### src/rtl/jt51_i2s_defs.vh
// Shared I2S framing constants: one stereo frame of two 16-bit slots.
`ifndef JT51_I2S_DEFS_VH
`define JT51_I2S_DEFS_VH
localparam int FRAME_BITS = 32;
localparam int SLOT_W     = 16;
`endif

### src/rtl/jt51_i2s_pkg.sv
// Types, constants and helpers shared by the JT51 I2S transmitter files.
package jt51_i2s_pkg;
`include "jt51_i2s_defs.vh"

   localparam int BIT_W = $clog2(FRAME_BITS);
   localparam logic [BIT_W-1:0] LAST_BIT = BIT_W'(FRAME_BITS - 1);
   localparam logic [BIT_W-1:0] LR_START = BIT_W'(SLOT_W - 1);

   // One stereo sample; left sits in the upper half so the pair shifts out MSB first.
   typedef struct packed {
      logic [SLOT_W-1:0] l;
      logic [SLOT_W-1:0] r;
   } stereo_t;

   // Word select for bit slot b. lrclk leads the data by one bclk, so the right
   // word is announced at b=15 and the next left word already at b=31.
   function automatic logic lr_for_bit(input logic [BIT_W-1:0] b);
      lr_for_bit = (b >= LR_START) && (b != LAST_BIT);
   endfunction
endpackage

### src/rtl/jt51_i2s_clkgen.sv
// Bit clock generator: divides cen-qualified clk by 2*DIV and flags the bclk falling event.
module jt51_i2s_clkgen #(
   parameter int unsigned DIV = 4
) (
   input  logic clk,
   input  logic rst,
   input  logic cen_i,
   output logic bclk_o,
   output logic fall_evt_o
);
   localparam logic [7:0] DIV_LAST = 8'(DIV - 1);

   logic [7:0] div_q;
   logic [7:0] div_d;
   logic       bclk_q;
   logic       bclk_d;
   logic       wrap_s;

   assign wrap_s     = cen_i && (div_q == DIV_LAST);
   // The falling event is the enabled cycle in which a high bclk is about to toggle.
   assign fall_evt_o = wrap_s && bclk_q;
   assign bclk_o     = bclk_q;

   // Next-state: count enabled cycles and toggle bclk each time the divider wraps.
   always_comb begin
      div_d  = div_q;
      bclk_d = bclk_q;
      if (cen_i) begin
         if (div_q == DIV_LAST) begin
            div_d  = 8'd0;
            bclk_d = ~bclk_q;
         end else begin
            div_d  = div_q + 8'd1;
         end
      end else begin
         div_d  = div_q;
         bclk_d = bclk_q;
      end
   end

   // Divider and bclk state with synchronous reset.
   always_ff @(posedge clk) begin
      if (rst) begin
         div_q  <= 8'd0;
         bclk_q <= 1'b0;
      end else begin
         div_q  <= div_d;
         bclk_q <= bclk_d;
      end
   end
endmodule

### src/rtl/jt51_i2s_tx.sv
// Philips I2S transmitter for the JT51 accumulator: holding register, frame shifter and status flags.
module jt51_i2s_tx #(
   parameter int unsigned DIV = 4
) (
   input  logic        clk,
   input  logic        rst,
   input  logic        cen,
   input  logic        sample_stb,
   input  logic [15:0] left,
   input  logic [15:0] right,
   input  logic        clr,
   output logic        bclk,
   output logic        lrclk,
   output logic        sdata,
   output logic        frame_stb,
   output logic        overrun,
   output logic        underrun
);
   import jt51_i2s_pkg::*;

   logic                  fall_s;
   logic                  load_s;
   logic                  stb_s;

   logic [BIT_W-1:0]      b_q;
   logic [BIT_W-1:0]      b_d;
   stereo_t               hold_q;
   stereo_t               hold_d;
   logic [FRAME_BITS-1:0] shift_q;
   logic [FRAME_BITS-1:0] shift_d;
   logic                  fresh_q;
   logic                  fresh_d;
   logic                  lrclk_q;
   logic                  lrclk_d;
   logic                  sdata_q;
   logic                  sdata_d;
   logic                  frame_stb_q;
   logic                  frame_stb_d;
   logic                  overrun_q;
   logic                  overrun_d;
   logic                  underrun_q;
   logic                  underrun_d;

   jt51_i2s_clkgen #(.DIV(DIV)) u_clkgen (
      .clk        (clk),
      .rst        (rst),
      .cen_i      (cen),
      .bclk_o     (bclk),
      .fall_evt_o (fall_s)
   );

   assign stb_s  = cen && sample_stb;
   // A new frame enters the shifter when the bit counter wraps 31 -> 0.
   assign load_s = fall_s && (b_q == LAST_BIT);

   // Next-state: framing on falling events, sample capture and sticky status.
   always_comb begin
      b_d         = b_q;
      hold_d      = hold_q;
      shift_d     = shift_q;
      fresh_d     = fresh_q;
      lrclk_d     = lrclk_q;
      sdata_d     = sdata_q;
      frame_stb_d = frame_stb_q;
      overrun_d   = overrun_q;
      underrun_d  = underrun_q;
      if (cen) begin
         frame_stb_d = load_s;
         if (fall_s) begin
            b_d = b_q + 5'd1;
            // The shifter takes the holding value present before this cycle's strobe.
            if (load_s) begin
               shift_d = hold_q;
            end else begin
               shift_d = shift_q;
            end
            lrclk_d = lr_for_bit(b_d);
            sdata_d = shift_d[LAST_BIT - b_d];
         end else begin
            b_d = b_q;
         end
         // A strobe always lands in holding; a coincident load has already taken the old value.
         if (stb_s) begin
            hold_d.l = left;
            hold_d.r = right;
            fresh_d  = 1'b1;
         end else if (load_s) begin
            fresh_d  = 1'b0;
         end else begin
            fresh_d  = fresh_q;
         end
         if (clr) begin
            overrun_d  = 1'b0;
            underrun_d = 1'b0;
         end else begin
            overrun_d  = overrun_q;
            underrun_d = underrun_q;
         end
         // Set events win over clr. A strobe coinciding with a load loses nothing, so no overrun.
         if (load_s && !fresh_q) begin
            underrun_d = 1'b1;
         end else begin
            underrun_d = underrun_d;
         end
         if (stb_s && fresh_q && !load_s) begin
            overrun_d = 1'b1;
         end else begin
            overrun_d = overrun_d;
         end
      end else begin
         frame_stb_d = frame_stb_q;
      end
   end

   // Framing and status registers with synchronous reset that abandons any frame in flight.
   always_ff @(posedge clk) begin
      if (rst) begin
         b_q         <= LAST_BIT;
         hold_q      <= '0;
         shift_q     <= '0;
         fresh_q     <= 1'b0;
         lrclk_q     <= 1'b0;
         sdata_q     <= 1'b0;
         frame_stb_q <= 1'b0;
         overrun_q   <= 1'b0;
         underrun_q  <= 1'b0;
      end else begin
         b_q         <= b_d;
         hold_q      <= hold_d;
         shift_q     <= shift_d;
         fresh_q     <= fresh_d;
         lrclk_q     <= lrclk_d;
         sdata_q     <= sdata_d;
         frame_stb_q <= frame_stb_d;
         overrun_q   <= overrun_d;
         underrun_q  <= underrun_d;
      end
   end

   assign lrclk     = lrclk_q;
   assign sdata     = sdata_q;
   assign frame_stb = frame_stb_q;
   assign overrun   = overrun_q;
   assign underrun  = underrun_q;
endmodule
### config.mk
export PLATFORM = sky130hd
export DESIGN_NAME = jt51_i2s_tx
export DESIGN_NICKNAME = d
export VERILOG_FILES = /design/src/rtl/jt51_i2s_pkg.sv /design/src/rtl/jt51_i2s_clkgen.sv /design/src/rtl/jt51_i2s_tx.sv
export VERILOG_INCLUDE_DIRS = /design/src /design/src/rtl
export SDC_FILE = /design/constraint.sdc
export NUM_CORES = 1
export LEC_CHECK = 0
export ABC_AREA = 1
export BUFFER_PORTS_ARGS = -buffer_cell sky130_fd_sc_hd__clkbuf_2
export CAP_MARGIN = 20
export CORE_ASPECT_RATIO = 1.1
export CORE_UTILIZATION = 39
export CTS_CLUSTER_DIAMETER = 150
export DETAILED_ROUTE_END_ITERATION = 10
export PLACE_DENSITY = 0.56
export SLEW_MARGIN = 25
export SYNTH_ARGS = -nofsm -noshare
export SYNTH_HDL_FRONTEND = slang
export SYNTH_SLANG_ARGS = --single-unit
### constraint.sdc
create_clock -name clk -period 2.2 [get_ports clk]
set_input_delay 0.44 -clock clk [delete_from_list [all_inputs] [get_ports clk]]
set_output_delay 0.44 -clock clk [all_outputs]
set_load 0.1 [all_outputs]
==> summary.md <==
| Metric | Value |
|---|---|
| Status | finished, final reports clean |
| Tightest Pin Transition | 0.593 ns |
| Detail Route Antenna Nets | 0 |
| Mapped Cells | 515 |
| CP cell instances | ha_4 -> nand2_2 -> nor2_2 -> ha_2 -> nand3_4 -> buf_12 -> clkinv_8 -> nand2_4 -> nand3_2 -> nand2_1 -> nor2_1 -> nand2_1 -> nand3_2 -> nand2_1 -> nand2_1 -> nand3_1 -> nand2_1 -> inv_1 |
| Final hold vios | 0 |
| Avg Inst Size Synth | 7.03 um^2 |
| Hold_buf cts | 0 |
| GRT Util Overall | 0.182 |
| Largest net degree at the start of global routing | 44 |
| Max IR drop VDD | 0.000313 V |
| Critical Path Max Stage Delay | 0.38 ns |
| Vias | 3,387 |
| CTS H-Tree Depth | 3 |
| Crit path max-delay family | simple AND/OR/NAND/NOR gates |
| DR pass1 iterations | 4 |
| Req. time, crit path | 2.45 ns |
| # DRC | 0 |
| Critical Path AT | 2.39 ns |
| Crit Path Class | reg -> reg |
| Slew headroom | 0.604 |
| CP max stage cell | dfxtp_4 |
| Buf/Inv on CP | 3 |
| DR iter-0 viols | 139 |
| Hpwl dp | 5660 um |
| Setup TNS | 0 ns |
| Worst hold path class | in -> reg |
| Layout Cell Area excl Fill | 4640 um^2 |
| Starting density of the core | 0.406 |
| TritonCTS sink count | 84 |
| Via/cell ratio | 4.92 |
| Primary FF master, synth | dfxtp_1 |
| Clock Latency Late Sink | 0.35 ns |
| Max clock buf depth | 2 |
| Die Y | 103 um |
| First-pass GRT wire length | 13,500 um |
| Netlist cell types | 26 |
| Chip Width | 93.9 um |
| Number of synthesized flops with an enable pin | 0 |
| PwrDens | 607 nW/um^2 |
| RePlAce Congestion | 0.831 |
| Area growth from synthesis to layout | 28.1% |
| Drt total wl | 8960 um |
| Proportion of layout cells with a drive suffix above 1 | 0.251 |
| CTS Buf Count | 9 |
| RSZ-0062 raised after global routing | true |
| Startpoint types | flip-flop |
| Syn Nets | 556 |
| Setup violators final | 0 |
| Max-cap violations | 0 |
| Layout Utilization | 0.520 |
| CP dominant cell by count | nand2_1 |
| Async set or reset register ratio after synthesis | 0 |
| IO Count | 43 |
| Hold_ws | 0.331 ns |
| Slew Viols, Final | 0 |
| Initial antenna violation count | 0 |
| # diodes | 0 |
| Peak Freq | 468 MHz |
| Period utilization | 0.970 |
| CP Capture Type | flip-flop |
| Total grt overflow | 0 |
| Die area | 9680 um^2 |
| Total Power | 2.82 mW |
| Core area | 8920 um^2 |
| Crit path max fanout | 8 |
| CTS tree | built |
| Syn Std Cell Area | 3620 um^2 |
| Final nets | 611 |
| # rows | 36 |
| Placed Area | 4020 um^2 |
| Seq cells post-synth | 84 |
| Fillers | 909 |
| Skew final | 0.00400 ns |
| Worst-path clk slew | 0.07 ns |
| Minimum clock period | 2.13 ns |
| Clk root buf | clkbuf_8 |
| Sequential share of the synthesized area | 0.464 |
| Vias in the first global route | 2,848 |
| Input/output buffers | 42 |
| WL/cell | 13.0 um |
| Synth warn | 0 |
| Pleak | 2.01 nW |
-- cells in the mapped netlist, drive strengths merged (2+ instances only) --
cell type  count  area share
a21oi         39       0.054
buf            7       0.011
clkbuf        20       0.021
clkinv         2      0.0024
dfxtp         84        0.46
ha             4       0.014
inv           55       0.057
nand2         96       0.099
nand3         44       0.062
nand4         22       0.038
nor2          85       0.090
nor3           2      0.0028
nor3b          3      0.0062
o21ai         44       0.061
xor2           4      0.0097
-- state kept, by name (all words and copies together), names as in the netlist, 5 cells and up --
register / cells
b_q: 5
hold_q: 32
shift_q: 32
u_clkgen.div_q: 8
-- final timing paths --
path                 to        from  depth (start not counted)  slack, ns
max               sdata      b_q[1]                         18       0.07
max reg2reg       sdata      b_q[1]                         18       0.07
min          hold_q[10]   right[10]                          3       0.33
min reg2reg  hold_q[15]  hold_q[15]                          2       0.45
-- power breakdown --
part / total, mW / internal, mW / switching (mW)
combinational: 0.198 / 0.0801 / 0.118
clock: 1.04 / 0.527 / 0.509
sequential: 1.58 / 1.56 / 0.0219
total: 2.82 / 2.17 / 0.649
-- final cells by class --
class	instances	area [um^2]	share of cell area
clock buffers	14	183	0.0394
clock inverters	1	5.00	0.00108
well taps	114	143	0.0307
repair buffers	71	583	0.126
flip-flops and latches	84	1690	0.365
inverters	57	226	0.0488
multi-input cells	347	1810	0.390
-- worst min-delay path, stage by stage --
cell	delay (ns)
clkbuf_2	0.07
o21ai_0	0.07
nor2_1	0.07
-- cells by family after synthesis --
logic type                 synth area share
buffers and inverters                0.0912
AOI/OAI and AO/OA                     0.121
DFF                                   0.464
xor gates and xnor gates            0.00967
and+or+nand+nor                       0.301
adders and majority gates            0.0138
-- cells in the final DEF (no fill, tap or decap), drive strengths merged --
| master | instances |
|---|---|
| nand2 | 96 |
| nor2 | 85 |
| dfxtp | 84 |
| clkbuf | 60 |
| inv | 55 |
| o21ai | 44 |
| nand3 | 44 |
| a21oi | 39 |
| buf | 25 |
| nand4 | 22 |
| xor2 | 4 |
| ha | 4 |
| nor3b | 3 |
| clkinv | 3 |
| nor3 | 2 |
| a31oi | 1 |
| o211ai | 1 |
| a22oi | 1 |
| or2 | 1 |
-- per-stage QoR --
| step | worst slack, ns | instances |
|---|---|---|
| finish | 0.0650 | 688 |
| global placement | 0.00621 | 662 |
| CTS | 0.00521 | 677 |
| detailed placement | 0.00215 | 662 |
| floorplan | 0.0143 | 515 |
| global route | -0.108 | 688 |
-- timing repair --
item	in CTS	in global routing
setup buffers	0	5
setup endpoints to repair	1	1
pin swaps	0	22
resized for setup	1	72
cloned	0	6
-- metal layers --
metal,global-route usage,up-vias,wire length (um)
met2,0.290,64,4330
met5,0,-,0
li1,-,1772,-
met1,0.234,1533,4100
met3,0.0413,18,320
met4,0.0852,0,205
(Power assumes the default switching activity.)
